$ cat config.mk
export PLATFORM = sky130hd
export DESIGN_NAME = tboom_rename_map_table_ckpt
export DESIGN_NICKNAME = d
export VERILOG_FILES = /design/src/rtl/tboom_rename_map_table_ckpt.sv
export SDC_FILE = /design/constraint.sdc
export NUM_CORES = 2
export LEC_CHECK = 0
export ABC_AREA = 1
export CAP_MARGIN = 20
export CORE_ASPECT_RATIO = 2
export CORE_MARGIN = 3
export CORE_UTILIZATION = 40
export CTS_CLUSTER_DIAMETER = 100
export CTS_CLUSTER_SIZE = 16
export DETAILED_ROUTE_END_ITERATION = 10
export PLACE_DENSITY = 0.52
export REMOVE_ABC_BUFFERS = 1
export SYNTH_ARGS = -nofsm -noshare
export SYNTH_HDL_FRONTEND = slang
export SYNTH_SLANG_ARGS = --single-unit
$ cat constraint.sdc
create_clock -name clk -period 14.3 [get_ports clk]
set_input_delay 2.86 -clock clk [delete_from_list [all_inputs] [get_ports clk]]
set_output_delay 2.86 -clock clk [all_outputs]
set_load 0.005 [all_outputs]
$ cat src/rtl/tboom_rename_map_table_ckpt.sv
// Superscalar rename map table with a circular checkpoint stack for branch recovery.
// Optional macro TBOOM_RMT_X0_HARDWIRE_EN pins architectural x0 to physical register 0.
module tboom_rename_map_table_ckpt #(
    parameter int ARCH_REGS    = 32,
    parameter int PHYS_REGS    = 64,
    parameter int RENAME_WIDTH = 2,
    parameter int NUM_CKPT     = 8,
    localparam int AW = $clog2(ARCH_REGS),
    localparam int PW = $clog2(PHYS_REGS),
    localparam int CW = $clog2(NUM_CKPT),
    localparam int LW = (RENAME_WIDTH > 1) ? $clog2(RENAME_WIDTH) : 1
) (
    input  logic                       clk,
    input  logic                       rst,
    input  logic [RENAME_WIDTH-1:0]    ren_valid,
    input  logic [RENAME_WIDTH*AW-1:0] arch_rs1,
    input  logic [RENAME_WIDTH*AW-1:0] arch_rs2,
    input  logic [RENAME_WIDTH*AW-1:0] arch_rd,
    input  logic [RENAME_WIDTH-1:0]    rd_we,
    input  logic [RENAME_WIDTH*PW-1:0] phys_rd_new,
    input  logic                       ckpt_req,
    input  logic [LW-1:0]              ckpt_lane,
    input  logic                       ckpt_release,
    input  logic                       restore,
    input  logic [CW-1:0]              restore_id,
    output logic [RENAME_WIDTH*PW-1:0] phys_rs1,
    output logic [RENAME_WIDTH*PW-1:0] phys_rs2,
    output logic [RENAME_WIDTH*PW-1:0] phys_stale,
    output logic [RENAME_WIDTH-1:0]    out_valid,
    output logic                       ckpt_ack,
    output logic [CW-1:0]              ckpt_id,
    output logic                       ckpt_full,
    output logic                       ckpt_empty
);

    logic [PW-1:0] map_q  [ARCH_REGS];
    logic [PW-1:0] map_d  [ARCH_REGS];
    logic [PW-1:0] ckpt_map_s [ARCH_REGS];
    logic [PW-1:0] slot_q [NUM_CKPT][ARCH_REGS];
    logic [CW-1:0] head_q, tail_q, off_s;
    logic [CW:0]   count_q;
    logic [RENAME_WIDTH-1:0]    we_s;
    logic [RENAME_WIDTH*PW-1:0] rs1_s, rs2_s, stale_s;
    logic restore_ok_s, take_s, rel_s;

    assign ckpt_full  = (count_q == (CW+1)'(NUM_CKPT));
    assign ckpt_empty = (count_q == {(CW+1){1'b0}});

    // A restore is honoured only for a slot inside the live window [head, tail).
    assign off_s        = restore_id - head_q;
    assign restore_ok_s = restore & ({1'b0, off_s} < count_q);
    assign take_s       = ckpt_req & ~restore_ok_s & ~ckpt_full;
    assign rel_s        = ckpt_release & ~restore_ok_s & ~ckpt_empty;

    // Lane write enables, same-group bypass lookups, next map and checkpoint image.
    always_comb begin
        for (int i = 0; i < RENAME_WIDTH; i++) begin
`ifdef TBOOM_RMT_X0_HARDWIRE_EN
            we_s[i] = ren_valid[i] & rd_we[i] & (arch_rd[i*AW +: AW] != {AW{1'b0}});
`else
            we_s[i] = ren_valid[i] & rd_we[i];
`endif
        end
        for (int j = 0; j < RENAME_WIDTH; j++) begin
            rs1_s[j*PW +: PW]   = map_q[arch_rs1[j*AW +: AW]];
            rs2_s[j*PW +: PW]   = map_q[arch_rs2[j*AW +: AW]];
            stale_s[j*PW +: PW] = map_q[arch_rd[j*AW +: AW]];
            // Later (younger) older-lanes override earlier ones.
            for (int i = 0; i < j; i++) begin
                rs1_s[j*PW +: PW] = (we_s[i] && arch_rd[i*AW +: AW] == arch_rs1[j*AW +: AW])
                                    ? phys_rd_new[i*PW +: PW] : rs1_s[j*PW +: PW];
                rs2_s[j*PW +: PW] = (we_s[i] && arch_rd[i*AW +: AW] == arch_rs2[j*AW +: AW])
                                    ? phys_rd_new[i*PW +: PW] : rs2_s[j*PW +: PW];
                stale_s[j*PW +: PW] = (we_s[i] && arch_rd[i*AW +: AW] == arch_rd[j*AW +: AW])
                                      ? phys_rd_new[i*PW +: PW] : stale_s[j*PW +: PW];
            end
        end
        map_d      = map_q;
        ckpt_map_s = map_q;
        for (int i = 0; i < RENAME_WIDTH; i++) begin
            map_d[arch_rd[i*AW +: AW]] = we_s[i] ? phys_rd_new[i*PW +: PW]
                                                 : map_d[arch_rd[i*AW +: AW]];
            ckpt_map_s[arch_rd[i*AW +: AW]] = (we_s[i] && (LW'(i) <= ckpt_lane))
                                              ? phys_rd_new[i*PW +: PW]
                                              : ckpt_map_s[arch_rd[i*AW +: AW]];
        end
    end

    // Map, checkpoint stack pointers and registered outputs.
    always_ff @(posedge clk) begin
        if (rst) begin
            for (int a = 0; a < ARCH_REGS; a++) begin
                map_q[a] <= PW'(a);
                for (int c = 0; c < NUM_CKPT; c++) begin
                    slot_q[c][a] <= PW'(a);
                end
            end
            head_q     <= {CW{1'b0}};
            tail_q     <= {CW{1'b0}};
            count_q    <= {(CW+1){1'b0}};
            phys_rs1   <= {(RENAME_WIDTH*PW){1'b0}};
            phys_rs2   <= {(RENAME_WIDTH*PW){1'b0}};
            phys_stale <= {(RENAME_WIDTH*PW){1'b0}};
            out_valid  <= {RENAME_WIDTH{1'b0}};
            ckpt_ack   <= 1'b0;
            ckpt_id    <= {CW{1'b0}};
        end else if (restore_ok_s) begin
            map_q     <= slot_q[restore_id];
            tail_q    <= restore_id + CW'(1'b1);
            count_q   <= {1'b0, off_s} + (CW+1)'(1'b1);
            out_valid <= {RENAME_WIDTH{1'b0}};
            ckpt_ack  <= 1'b0;
        end else begin
            map_q <= map_d;
            if (take_s) begin
                slot_q[tail_q] <= ckpt_map_s;
                tail_q         <= tail_q + CW'(1'b1);
                ckpt_id        <= tail_q;
            end else begin
                tail_q <= tail_q;
            end
            if (rel_s) begin
                head_q <= head_q + CW'(1'b1);
            end else begin
                head_q <= head_q;
            end
            count_q    <= count_q + (CW+1)'(take_s) - (CW+1)'(rel_s);
            phys_rs1   <= rs1_s;
            phys_rs2   <= rs2_s;
            phys_stale <= stale_s;
            out_valid  <= ren_valid;
            ckpt_ack   <= take_s;
        end
    end

endmodule

== Word level (Yosys, flattened, before mapping) ==
Memory sizes are Yosys's and may differ from the RTL's.
Index checks and enable logic that the tools add are counted.

* $add $sub $neg: 7
* Magnitude comparators: 11
* Eq/ne operators: 4
* Mux-type cells: 52
* Bitwise operators: 16
* Reduce and logical (&&, ||, !) cells: 13

{| class="wikitable"
|+ Operators by type and width
! cell !! number
|-
| bitwise mux 192 bit || 4
|-
| 2-to-1 mux 192 bit || 2
|-
| binary-select mux 6 bit (select 5 bit) || 8
|-
| OR reduction 192 bit || 1
|-
| 2-to-1 mux 6 bit || 25
|-
| demux 6 bit (select 5 bit) || 2
|-
| >= comparator 6 bit, second input constant || 6
|-
| inverter 5 -> 6 bit || 6
|-
| == test 5 bit || 3
|-
| < comparator 6 x 1 -> 1 bit, second input constant || 2
|-
| adder 3 x 1 -> 3 bit, second input constant || 3
|-
| 2-to-1 mux 3 bit || 3
|-
| bitwise AND 1 bit || 7
|-
| logical AND 1 bit || 7
|-
| 2-to-1 mux 1 bit || 7
|-
| adder 3 x 1 -> 4 bit, second input constant || 1
|-
| adder 4 x 1 -> 4 bit || 1
|-
| == test 4 bit, second input constant || 1
|-
| logical NOT 4 bit || 1
|-
| < comparator 3 x 4 -> 1 bit || 1
|-
| 2-to-1 mux 4 bit || 1
|-
| AND reduction 2 bit || 2
|-
| subtractor 4 x 1 -> 4 bit || 1
|-
| inverter 1 bit || 3
|-
| 4 further kinds || 5
|}

* Flip-flop bits (word level): 244
* RAM bits: 1536
* Input bits: 55
* Output and inout port bits: 44
* Logic and storage cells: 145
* Memories kept: 1

{| class="wikitable"
|+ Memories
! name !! depth !! bits a word !! rd ports !! clocked after Yosys merged registers in !! write ports !! RTL line !! source
|-
| slot_q || 8 || 192 || 1 || 0 || 8 || 39 || <nowiki>logic [PW-1:0] slot_q [NUM_CKPT][ARCH_REGS];</nowiki>
|}

== Depth between registers and ports, before layout ==
* Depth after elaboration: 12
* Depth in mapped cells: 27
* Mapped depth without buffers: 21

== Worst setup path after synthesis ==
OpenSTA, ideal clock, no wires.

* Kind: in2reg
* From: input port restore_id[0]
* To: memory slot_q[0][0] (netlist name), enable pin
* Setup time: 560 ps
* Arrival: 10488 ps
* Data required time: 13740 ps
* Setup slack: 3251 ps
* Stages: 26
* Buffers on the path: 7
* Cell sequence: clkbuf_1 buf_2 inv_1 buf_2 clkbuf_1 clkbuf_1 ha_1 inv_1 fa_1 xnor2_1 inv_1 ha_1 inv_1 nor2_1 o21ai_1 nand2_1 nand2_1 nor2_1 inv_1 nor2_1 inv_2 nor2_2 inv_2 buf_2 buf_2 nand2_1

{| class="wikitable"
|+ RTL lines
! element !! RTL line !! source
|-
| from (decl) || 25 || <nowiki>input logic [CW-1:0] restore_id,</nowiki>
|-
| to (decl) || 39 ||
|}

==> impl_metrics.json <==
{
  "outcome": "finished, final reports clean",
  "critPathKind": "input port to flop",
  "core_area_sq_um": 232000,
  "pwr_density_cell_nw_per_um2": 158,
  "grt_pass1_wl_microns": 644000,
  "post_cts_resized": 0,
  "period_share": 0.621,
  "synthTopCellsByArea": "edfxtp_1, nand2_1, nor2_1, o21ai_0, dfxtp_1",
  "synth-xor-area-share": 0.000469,
  "arrival_ns": 9.35,
  "yosysWarningCount": 0,
  "ctsHoldBuffers": 0,
  "ant_nets": 0,
  "num_rows": 250,
  "switching_share": 0.417,
  "clk_pin_slew_ns": 0.07,
  "io_pins": 99,
  "die_w_microns": 348,
  "ir_worst_vdd_mv": 0.146,
  "grt-busiest-layer": "met2",
  "setup_tns_ns": 0,
  "synth_top_area_share": 0.494,
  "io_buffer_count": 98,
  "die_y_microns": 689,
  "synthMuxAreaShare": 0.0223,
  "clock_sinks": 1780,
  "postLayoutCellArea_sq_um": 101000,
  "clock_latency_ns": 0.88,
  "drive_gt1_frac": 0.0855,
  "p_int_uw": 9300,
  "layout.nets": 10700,
  "cpMostUsedCell": "inv_1",
  "route.detailed.drc": 0,
  "post_cts_buffers": 0,
  "vias_per_cell": 6.14,
  "seq_area_frac_synth": 0.547,
  "syn_to_final_growth_pct": 8.32,
  "p_seq_frac": 0.435,
  "pre_cts_ws_ns": 4.49,
  "gp_congestion": 1.06,
  "synthSimpleGateAreaFrac": 0.246,
  "drt-total-wl_microns": 467000,
  "ys_ff_latch": 1780,
  "fin_crit_ns": 8.88,
  "cts_tree": "built",
  "cts_made_buffers": 140,
  "drv_cap": 0,
  "setup_viol": 0,
  "rsz0062_at_grt": "no",
  "utilization": 0.436,
  "overflow": 0,
  "grt_pass1_vias": 80800,
  "required_ns": 14.78,
  "fmax_mhz": 113,
  "cp-end-kind": "flop",
  "relSlewSlack": 0.0647,
  "ys_types": 43,
  "grt_use_met3": 0.0859,
  "yosysTopAreaCell": "edfxtp_1",
  "drt_iter0_markers": 10200,
  "hold_path.class": "flop to flop",
  "clockBufferDepth": 4,
  "vias": 84900,
  "die_area_sq_um": 240000,
  "hold_viol": 0,
  "synth_compound_area_frac": 0.122,
  "grt_util_all_layers": 0.383,
  "place_area_sq_um": 96700,
  "worstMarginPinSlew_ns": 1.40,
  "start_util": 0.402,
  "syn_avg_cell_area_sq_um": 8.46,
  "worstPathMaxFanout": 142,
  "clkPwrFrac": 0.243,
  "synth_adder_area_share": 0.00204,
  "combPwrFrac": 0.322,
  "path_cells": "buf_8 -> inv_8 -> ha_1 -> inv_1 -> fa_1 -> xnor2_1 -> inv_1 -> ha_1 -> inv_1 -> nor2_1 -> o21ai_1 -> nand2_4 -> buf_12 -> nand4_2 -> nor2_4 -> buf_4 -> inv_6 -> nand2_4 -> buf_4",
  "root_buffer": "clkbuf_16",
  "start_kind": "input port",
  "htreeDepth": 4,
  "firstDrtPassIters": 7,
  "leakage_uw": 0.0363,
  "hpwlAfterDp_microns": 297000,
  "multi_input_area_sq_um": 36800,
  "max_stage_delay_ns": 0.82,
  "synth_top_family_by_area": "simple AND/OR/NAND/NOR gates",
  "antenna_found_initial": 52,
  "power_switching_uw": 6660,
  "clock_skew_ns": 0.0483,
  "critical_path.slowest_cell": "buf_4",
  "finalWorstSetupSlack_ns": 5.42,
  "grt_use_met1": 0.437,
  "wire_per_inst_microns": 33.8,
  "met2_usage": 0.613,
  "slew_violations": 0,
  "fillers": 23200,
  "grt_max_degree": 171,
  "netlist_area_sq_um": 93300,
  "synthesis.instances": 11000,
  "seqCellArea_sq_um": 51000
}
[final timing paths]
| kind | startpoint | to | slack (ns) | cells past startpoint |
|---|---|---|---|---|
| setup / recovery | restore_id[0] | slot_q[1][37]$_SDFFCE_PN0P_ | 5.42 | 19 |
| setup reg to reg | head_q[0]$_SDFFE_PP0P_ | slot_q[1][37]$_SDFFCE_PN0P_ | 7.66 | 17 |
| hold / removal | phys_stale[9]$_SDFFE_PP0P_ | phys_stale[9]$_SDFFE_PP0P_ | 0.49 | 2 |
| hold reg to reg | phys_stale[9]$_SDFFE_PP0P_ | phys_stale[9]$_SDFFE_PP0P_ | 0.49 | 2 |
[final cells by class]
type | instances | area share
sequential | 1780 | 0.505
multi-input combinational | 7844 | 0.364
clock buffer | 227 | 0.0387
tap | 3024 | 0.0374
timing repair buffer | 353 | 0.0313
inverter | 556 | 0.0216
clock inverter | 10 | 0.00139
antenna | 28 | 0.000693
[power groups by stage]
stage	sequential [uW]	clock, uW	combinational [uW]
CTS	6870	3930	4960
floorplan	6650	0	2740
finish	6940	3880	5140
global route	6950	4090	5430
global placement	6980	0	4930
detailed placement	6980	0	4950
[layout by cell type, fill, tap and decap left out, types with 7 or more instances in the layout]
cell	n
a211oi_1	12
a21oi_1	252
a221oi_1	7
a31oi_1	51
buf_12	18
buf_2	9
buf_4	231
clkbuf_1	83
clkbuf_16	144
clkdlybuf4s50_1	78
dfxtp_1	244
diode_2	28
edfxtp_1	1536
ha_1	12
inv_1	324
inv_2	202
inv_4	9
inv_6	11
mux2i_1	208
nand2_1	2876
nand2_2	13
nand2_4	20
nand3_1	759
nand3_2	8
nor2_1	1758
nor2_2	93
nor2_4	9
o211ai_1	31
o21ai_0	1107
o221ai_1	310
o22ai_1	168
o31ai_1	9
or2_2	111
[cells in the mapped netlist (all sizes together)]
| cell | instances |
|---|---|
| buf | 191 |
| nor2 | 1860 |
| fa | 2 |
| nor3 | 12 |
| clkinv | 10 |
| nand4 | 2 |
| nand3 | 768 |
| a211oi | 12 |
| edfxtp | 1536 |
| o221ai | 310 |
| xnor2 | 4 |
| xor2 | 1 |
| or2 | 111 |
| mux2i | 208 |
| o211ai | 31 |
| o22ai | 168 |
| ha | 12 |
| o21ai | 1110 |
| clkbuf | 663 |
| nand2 | 2909 |
| dfxtp | 244 |
| a31o | 1 |
| a21oi | 255 |
| nor3b | 1 |
| a31oi | 51 |
| o31ai | 9 |
| a221oi | 7 |
| inv | 546 |
[kinds of logic after synthesis]
family	Yosys count
compound gates	1954
mux	208
buf+inv	1410
fa+ha+maj	14
simple gates	5663
xor+xnor	5
flops	1780
[flip-flops by register name, indices dropped and copies added, names as in the netlist]
register,count
ckpt_ack,1
slot_q,1536
phys_rs2,12
map_q,192
phys_stale,12
phys_rs1,12
head_q,3
count_q,4
ckpt_id,3
tail_q,3
out_valid,2
[worst max-delay path, delay by kind of cell]
kind / cells / cell delay (ns)
compound gates: 1 / 0.12
xor+xnor: 1 / 0.32
simple gates: 5 / 1.84
buf+inv: 9 / 2.85
fa+ha+maj: 3 / 0.94
[stage by stage]
step / cells / hold WS [ns] / total power, uW
after global placement: 13500 / 0.468 / 11900
after CTS: 13800 / 0.492 / 15800
after detailed placement: 13500 / 0.474 / 11900
after global routing: 13800 / 0.517 / 16500
after floorplan: 10200 / 0.447 / 9390
final: 13800 / 0.487 / 16000
[routing by layer]
layer  routed length, microns  up-vias
li1                         -    36600
met1                   164000    41800
met2                   215000     4921
met3                    40400     1542
met4                    46900       44
met5                      362        -
(Power assumes the default switching activity.)
